### config.mk
export PLATFORM = sky130hd
export DESIGN_NAME = sort_frame_ctrl
export DESIGN_NICKNAME = d
export VERILOG_FILES = /design/src/rtl/sort_frame_ctrl.sv
export SDC_FILE = /design/constraint.sdc
export NUM_CORES = 1
export LEC_CHECK = 0
export CAP_MARGIN = 0
export CORE_AREA = 2 2 237 239
export CTS_CLUSTER_SIZE = 12
export DETAILED_ROUTE_END_ITERATION = 7
export DIE_AREA = 0 0 239 241
export GPL_ROUTABILITY_DRIVEN = 0
export SYNTH_ARGS = -nofsm -noshare
export SYNTH_HDL_FRONTEND = slang
export SYNTH_SLANG_ARGS = --single-unit
### constraint.sdc
create_clock -name clk_i -period 3 [get_ports clk_i]
set_input_delay 0.3 -clock clk_i [delete_from_list [all_inputs] [get_ports clk_i]]
set_output_delay 0.3 -clock clk_i [all_outputs]
set_load 0.005 [all_outputs]
### src/rtl/sort_frame_ctrl.sv
`default_nettype none
// +----------------------------------------------------------------------------+
// | Module      : sort_frame_ctrl                                              |
// | Description : Frame sequencer for the insertion sorting array. Accepts up  |
// |               to SIZE words over a valid/ready port, feeds them one per    |
// |               cycle into the array, waits for the array outputs to settle, |
// |               drains the filled slots serially, then clears the array.     |
// | Options     : SORT_FRAME_CTRL_DESC_EN - drain largest word first.          |
// | Revision    : 1.0 - initial release                                        |
// +----------------------------------------------------------------------------+
module sort_frame_ctrl #(
  parameter int SIZE  = 16,
  parameter int WIDTH = 32,
  parameter int CNT_W = 5
) (
  input  logic                    clk_i,
  input  logic                    rst_ni,
  // Upstream word stream
  input  logic                    in_valid_i,
  output logic                    in_ready_o,
  input  logic [WIDTH-1:0]        in_data_i,
  input  logic                    in_last_i,
  // Sorting array control
  output logic                    sort_en_o,
  output logic [WIDTH-1:0]        sort_data_o,
  output logic                    sort_rst_o,
  input  logic [SIZE*WIDTH-1:0]   sorted_bus_i,
  // Downstream sorted stream
  output logic                    out_valid_o,
  input  logic                    out_ready_i,
  output logic [WIDTH-1:0]        out_data_o,
  output logic                    out_last_o,
  output logic                    busy_o
);

  typedef enum logic [1:0] {
    ST_CLEAR  = 2'd0,
    ST_LOAD   = 2'd1,
    ST_SETTLE = 2'd2,
    ST_DRAIN  = 2'd3
  } state_e;

  localparam logic [CNT_W-1:0] C_SIZE = CNT_W'(SIZE);

  state_e             state_q, state_d;
  logic [CNT_W-1:0]   len_q, len_d;
  logic [CNT_W-1:0]   idx_q, idx_d;
  logic               settle_q, settle_d;
  logic               sort_en_q, sort_en_d;
  logic [WIDTH-1:0]   sort_data_q, sort_data_d;

  logic               w_in_hs;
  logic               w_out_hs;
  logic               w_close;
  logic               w_is_last;
  logic [CNT_W-1:0]   w_len_m1;
  logic [CNT_W-1:0]   w_slot;

  // Handshakes and frame-close detection. in_ready is a pure state decode,
  // so an accept is simply LOAD together with in_valid.
  assign w_in_hs   = (state_q == ST_LOAD) && in_valid_i;
  assign w_out_hs  = (state_q == ST_DRAIN) && out_ready_i;
  assign w_close   = w_in_hs && (in_last_i || ((len_q + 1'b1) == C_SIZE));
  assign w_len_m1  = len_q - 1'b1;
  assign w_is_last = (idx_q == w_len_m1);

  // The drain counter always runs 0..len-1; the emitted slot is mapped from it
  // so the last-word detection is identical in both orders.
`ifdef SORT_FRAME_CTRL_DESC_EN
  assign w_slot = w_len_m1 - idx_q;
`else
  assign w_slot = idx_q;
`endif

  // Next-state and datapath-register logic for the frame sequencer.
  always_comb begin
    state_d     = state_q;
    len_d       = len_q;
    idx_d       = idx_q;
    settle_d    = settle_q;
    sort_en_d   = 1'b0;
    sort_data_d = sort_data_q;

    case (state_q)
      ST_CLEAR: begin
        // Array is being cleared this cycle; start a fresh, empty frame.
        len_d    = '0;
        idx_d    = '0;
        settle_d = 1'b0;
        state_d  = ST_LOAD;
      end

      ST_LOAD: begin
        if (w_in_hs) begin
          len_d       = len_q + 1'b1;
          sort_en_d   = 1'b1;
          sort_data_d = in_data_i;
          if (w_close) begin
            settle_d = 1'b0;
            state_d  = ST_SETTLE;
          end
        end
      end

      ST_SETTLE: begin
        // First cycle covers the cell update, second the output register.
        if (settle_q) begin
          idx_d   = '0;
          state_d = ST_DRAIN;
        end else begin
          settle_d = 1'b1;
        end
      end

      ST_DRAIN: begin
        if (w_out_hs) begin
          if (w_is_last) begin
            state_d = ST_CLEAR;
          end else begin
            idx_d = idx_q + 1'b1;
          end
        end
      end

      default: begin
        state_d = ST_CLEAR;
      end
    endcase
  end

  // State and counter registers; reset discards any frame in progress.
  always_ff @(posedge clk_i or negedge rst_ni) begin
    if (!rst_ni) begin
      state_q     <= ST_CLEAR;
      len_q       <= '0;
      idx_q       <= '0;
      settle_q    <= 1'b0;
      sort_en_q   <= 1'b0;
      sort_data_q <= '0;
    end else begin
      state_q     <= state_d;
      len_q       <= len_d;
      idx_q       <= idx_d;
      settle_q    <= settle_d;
      sort_en_q   <= sort_en_d;
      sort_data_q <= sort_data_d;
    end
  end

  // Handshake and array-control outputs are decoded from registered state.
  assign in_ready_o  = (state_q == ST_LOAD);
  assign out_valid_o = (state_q == ST_DRAIN);
  assign sort_rst_o  = (state_q == ST_CLEAR);
  assign sort_en_o   = sort_en_q;
  assign sort_data_o = sort_data_q;
  assign busy_o      = !((state_q == ST_LOAD) && (len_q == '0));
  assign out_last_o  = out_valid_o && w_is_last;

  // Sorted word mux; forced to zero outside DRAIN so idle outputs are quiet.
  assign out_data_o  = out_valid_o ? sorted_bus_i[int'(w_slot)*WIDTH +: WIDTH]
                                   : '0;

endmodule
`default_nettype wire

==> results of run 1 <==
-- metal layers --
| layer | up-vias | track usage (%) | share of wire [%] |
|---|---|---|---|
| met5 | - | 0 | 0.57 |
| met3 | 106 | 8.24 | 12 |
| met2 | 430 | 27.7 | 49 |
| li1 | 3083 | - | - |
| met1 | 3640 | 16.1 | 35 |
| met4 | 44 | 7.01 | 4.6 |
-- placed cells by master, fill, tap and decap left out, types with 9 or more instances in the layout --
cell             count
clkdlybuf4s50_1    586
mux4_2             160
dfrtp_1             42
nor2b_1             35
mux2_2              33
buf_4               26
diode_2             22
nand2_1             15
buf_12              11
buf_6               11
buf_2                9
-- kinds of logic (layout without fill, tap and decap cells) --
family,after synthesis,after routing,synth area share [%]
buffers and inverters,58,693,4.66
AND/OR/NAND/NOR,74,74,6.81
other,0,22,0
XOR/XNOR,8,8,1.13
flip-flops,46,46,18.5
AO/OA/AOI/OAI,26,26,2.68
adder cells (fa/ha/maj),8,8,1.61
multiplexers,196,196,64.6
-- stage by stage --
step | power [mW] | cells | TNS, ps | utilization (%)
after detailed placement | 6.37 | 1713 | 0 | 24.3
after floorplan | 3.80 | 416 | 0 | -
after global routing | 7.79 | 1764 | -310 | 25.5
after global placement | 6.30 | 1713 | 0 | 24.3
final | 7.33 | 1777 | 0 | 25.5
after CTS | 7.45 | 1752 | -359 | 25.4
-- path summary, 6_finish.rpt --
path	startpoint	end	depth (start not counted)
worst min-delay path	rst_ni	sort_data_o[9]	1
min in group clk_i	sort_data_o[25]	sort_data_o[25]	1
max in group asynchronous	rst_ni	sort_data_o[3]	2
worst min register to register	sort_data_o[25]	sort_data_o[25]	1
worst max-delay path	idx_q[0]	out_data_o[7]	8
worst max register to register	idx_q[0]	state_q[1]	10
-- state kept, by name, summed over array words and instances, names as in the netlist --
signal and flops:
state_q 2, len_q 5, sort_en_o 1, settle_q 1
idx_q 5, sort_data_o 32
-- worst max-delay path: stages (launching register included) --
cell and delay [ps]:
dfrtp_4 510, buf_6 150, buf_12 130, buf_12 140
buf_6 120, mux4_2 530, mux4_2 500, nor2b_1 140
buf_2 140
-- cells in the mapped netlist (2+ instances only) --
cell type,count,area [µm²]
a211oi_1,2,15.0
a21o_1,2,15.0
a21oi_1,4,20.0
buf_1,4,15.0
buf_2,12,60.1
buf_6,7,78.8
clkbuf_1,26,97.6
dfrtp_1,46,1150
ha_1,8,100
inv_1,7,26.3
mux2_2,33,372
mux2i_1,2,20.0
mux4_2,160,3600
nand2_1,15,56.3
nand2b_1,3,18.8
nand3_1,3,15.0
nor2_1,4,15.0
nor2b_1,35,219
nor3_1,3,15.0
nor4_1,2,12.5
o211ai_1,2,15.0
o21ai_0,8,40.0
xnor2_1,3,26.3
xor2_1,5,43.8
-- layout make-up --
cell class | instances | area (µm²) | share of cell area, %
repair buffers | 677 | 6950 | 49.6
flip-flops and latches | 46 | 1160 | 8.31
multi-input cells | 312 | 4770 | 34.0
well taps | 704 | 881 | 6.29
clock buffers | 5 | 125 | 0.893
inverters | 8 | 30.0 | 0.214
clock inverters | 3 | 28.8 | 0.205
diodes | 22 | 55.1 | 0.393
-- what timing repair did --
| item | 4_1_cts | 5_1_grt |
|---|---|---|
| setup buffers | 24 | 4 |
| setup endpoints to repair | 31 | 27 |
| cloned | 7 | 0 |
| gates resized for setup | 71 | 26 |
| pin swaps | 0 | 1 |
-- report_power, final --
group	internal [mW]	switching (mW)	total (mW)	leakage, nW
sequential	0.898	0.198	1.10	0.559
clock	0.320	0.293	0.614	0.0765
combinational	3.50	2.12	5.62	4.21
total	4.72	2.61	7.33	4.84
==> results.md, run 1 <==
* Status: finished, final reports clean
* Final setup violation count at 0
* Flops & latches, synth at 46
* Register-to-Register Setup Slack at 480 ps
* CTS Hold Buffers Added at 0
* Clock input transition at the sequential cells of the worst setup and hold paths at 80 ps
* Worst Hold Slack at 52.6 ps
* Post-synthesis sequential area ratio at 18.5%
* Post-route ant nets at 0
* CTS root buffer: clkbuf_16
* Main synth FF type: dfrtp_1
* Count of routing violations after the opening detailed-route iteration at 325
* Type of the worst min-delay path: in -> async
* Number of optimization iterations in the first detailed-route pass at 4
* Number of nets in the synthesized netlist at 973
* H-tree depth at 2
* Instance count of the mapped netlist at 416
* Required time reported for the critical path endpoint at 2700 ps
* Setup WS post-layout at 17.5 ps
* Transition time at the pin with the least slew margin at 752 ps
* Setup slack after placement at 54.5 ps
* # fillers at 5767
* DRC Markers at 0
* Die width at 239 µm
* P_leak at 4.84 nW
* Post-Synthesis Mean Instance Area at 14.9 µm²
* Crit share post-route at 99.4%
* Startpoint type of the worst setup path: flop
* Number of core rows at 86
* Clock sink total at 46
* Fraction of final layout cells with drive strength greater than 1 at 26.7%
* Number of synthesis warnings at 0
* Total routing resource utilization after global routing at 16.0%
* Number of maximum-capacitance violations at 0
* First-pass GRT wire length at 63100 µm
* Clk buf depth at 2
* Via count of the first global-routing pass at 7960
* Ys async rst share at 100%
* Via/cell ratio at 4.11
* Buffers on Ports at 618
* Cts bufs inserted at 5
* Setup crit end kind: output pin
* Final clock skew at 7.36 ps
* Synthesized cell area at 6210 µm²
* Post-route standard cell area excluding fillers at 14000 µm²
* RSZ-0062 raised after global routing: true
* Max frequency at 335 MHz
* Clock latency reported for the late side of the worst-skew pair at 310 ps
* Number of pins exceeding their max-slew limit in the final report at 0
* Synthesis-to-layout area growth at 126%
* Count of different cell masters after synthesis at 44
* Power density over cell area at 523 nW/µm²
* Placed cell area at 13300 µm²
* Layout net count at 1607
* Vertical die dimension at 241 µm
* Congestion Overflow GR at 0
* Count of flip-flops with a built-in enable after synthesis at 0
* Number of primary I/O pins at 619
* Number of antenna violations at the first check in global routing at 50
* Minimum period implied by the final worst setup slack at 2980 ps
* CP Class: reg -> out
* DR WL/cell at 27.5 µm
* Maximum VDD drop at 556 µV
* TritonCTS clock tree: yes
* Routed wire length at 48800 µm
* Critical path data arrival time at 2680 ps
* Maximum number of pins on one net before global-route repair at 54
* Final HPWL DP at 41400 µm
* Core Box Area at 54900 µm²
* Final Hold Fails at 0
* Vias after detailed routing at 7303
* Peak fanout along the critical path at 6
* Max-slew headroom at 49.9%
* Initial core utilization at 11.3%
* Die footprint at 57600 µm²
(Power assumes the default switching activity.)
==> run 2: changes to the inputs <==
CORE_AREA = 2 2 244 246   (was 2 2 237 239)
DIE_AREA = 0 0 246 248   (was 0 0 239 241)
clock period = 3.8 ns   (was 3 ns; I/O delays follow)
==> results.md, run 2 (synthesized netlist as in run 1, its figures left out) <==
* Via count of the first global-routing pass at 7693
* Critical path data arrival time at 3070 ps
* Peak fanout along the critical path at 21
* Clock input transition at the sequential cells of the worst setup and hold paths at 70 ps
* Post CTS Setup Buffer Count at 0
* R2r endpoint: state_q[1]
* Number of antenna violations at the first check in global routing at 49
* Post-layout util at 23.1%
* CP cell instances: buf_12, mux4_2, mux4_2, nor2b_1, clkdlybuf4s50_1
* Setup crit end kind: output pin
* Buffers on Ports at 618
* Layout net count at 1569
* TritonCTS clock tree: yes
* Placed cell area at 13300 µm²
* Crit share post-route at 90.7%
* H-tree depth at 2
* Power density over cell area at 394 nW/µm²
* Worst Hold Slack at 216 ps
* Most common library cell in the layout ignoring fill and taps: clkdlybuf4s50_1
* Cts bufs inserted at 5
* Number of primary I/O pins at 619
* First-pass GRT wire length at 58400 µm
* Fraction of final layout cells with drive strength greater than 1 at 22.5%
* Worst setup startpoint: idx_q[0]
* Number of buffers and inverters on the critical path at 2
* Origin of the critical flop-to-flop path: len_q[0]
* Post-route ant nets at 0
* Slowest cell on the critical path: mux4_2
* Status: finished, final reports clean
* Count of cells along the worst register-to-register path at 8
* Die width at 246 µm
* Type of the worst min-delay path: in -> async
* Maximum single-stage delay on the critical path at 680 ps
* Die footprint at 61000 µm²
* Clock sink total at 46
* Final HPWL DP at 40200 µm
* Clock latency reported for the late side of the worst-skew pair at 300 ps
* DRC Markers at 0
* Final clock skew at 4.32 ps
* Number of pins exceeding their max-slew limit in the final report at 0
* Number of core rows at 89
* Number of optimization iterations in the first detailed-route pass at 6
* Most used cells in the layout excluding fill and tap cells: clkdlybuf4s50_1, mux4_2, dfrtp_1, nor2b_1, mux2_2
* Synthesis-to-layout area growth at 118%
* Max frequency at 290 MHz
* Total routing resource utilization after global routing at 13.8%
* Cell family with most CP delay: multiplexers
* Maximum number of pins on one net before global-route repair at 39
* Minimum period implied by the final worst setup slack at 3450 ps
* Number of maximum-capacitance violations at 0
* Capture point of the critical path: out_data_o[2]
* Core Box Area at 58500 µm²
* P_leak at 4.44 nW
* Final setup violation count at 0
* Required time reported for the critical path endpoint at 3420 ps
* Via/cell ratio at 3.92
* CTS Hold Buffers Added at 0
* DR WL/cell at 25.0 µm
* CP Class: reg -> out
* Clk buf depth at 2
* Final Hold Fails at 0
* Transition time at the pin with the least slew margin at 935 ps
* Vias after detailed routing at 7053
* Initial core utilization at 10.6%
* Sum Neg Setup Slack at 0 ps
* Startpoint type of the worst setup path: flop
* CP most frequent cell: mux4_2
* Maximum VDD drop at 345 µV
* RSZ-0062 raised after global routing: false
* Max-slew headroom at 37.6%
* Register-to-Register Setup Slack at 1490 ps
* CTS root buffer: clkbuf_16
* Cell count along the critical path at 5
* Post-route standard cell area excluding fillers at 13500 µm²
* Congestion Overflow GR at 0
* Post-cts gate resize count at 0
* Max reg flops at 32
* Vertical die dimension at 248 µm
* Count of routing violations after the opening detailed-route iteration at 274
* Routed wire length at 45100 µm
run 2: cell count changes in the layout (fill, tap and decap cells not counted), moves of 5 or more:
| cell | previous run | this run |
|---|---|---|
| clkdlybuf4s50_1 | 586 | 617 |
| buf_4 | 26 | 15 |
| buf_6 | 11 | 0 |
| buf_16 | 8 | 0 |
| buf_2 | 9 | 1 |
| clkdlybuf4s15_1 | 8 | 0 |
| dlygate4sd2_1 | 8 | 0 |
| diode_2 | 22 | 15 |
| buf_12 | 11 | 6 |
| clkbuf_2 | 5 | 0 |
run 2: per-stage QoR:
step / worst slack, ps / std cells / power, mW
final: 352 / 1800 / 5.33
after global routing: 270 / 1794 / 5.65
after CTS: 336 / 1785 / 5.43
after detailed placement: 667 / 1778 / 4.94
after global placement: 690 / 1778 / 4.88
after floorplan: 1450 / 416 / 3.00
run 2: final cells by class:
cell class,count,area (µm²)
diodes,15,37.5
clock inverters,2,15.0
well taps,773,967
fillers,6211,44900
flip-flops and latches,46,1160
inverters,8,30.0
multi-input cells,312,4770
clock buffers,5,125
repair buffers,639,6410
run 2: worst register-to-register path, stage by stage, from the launching register on:
cell      delay [ps]
dfrtp_1          480
inv_1             80
ha_1             320
xnor2_1          140
a211oi_1         250
o211ai_1         120
buf_4            190
a21oi_1          270
mux2_1           350
run 2: report_power, final:
part,switching [mW],internal (mW),leakage (nW),total (mW)
clock network,0.205,0.241,0.0620,0.446
logic,1.44,2.49,3.82,3.93
registers,0.243,0.708,0.559,0.951
run 2: worst min-delay path by stage:
stage | start | end | slack, ps | cells past startpoint
6_report | rst_ni | sort_data_o[16] | 220 | 1
5_1_grt | rst_ni | sort_data_o[16] | 270 | 1
4_1_cts | rst_ni | sort_data_o[16] | 230 | 1
3_5_place_dp | sort_data_o[2] | sort_data_o[2] | 490 | 1
3_3_place_gp | settle_q | settle_q | 490 | 1
2_1_floorplan | rst_ni | idx_q[0] | 80 | 0
run 2: routing by layer:
layer  part of all wire (%)  track usage (%)
met5                   0.53                0
met1                     34             14.2
met2                     49             23.7
met4                    3.1             4.58
met3                     14             7.58
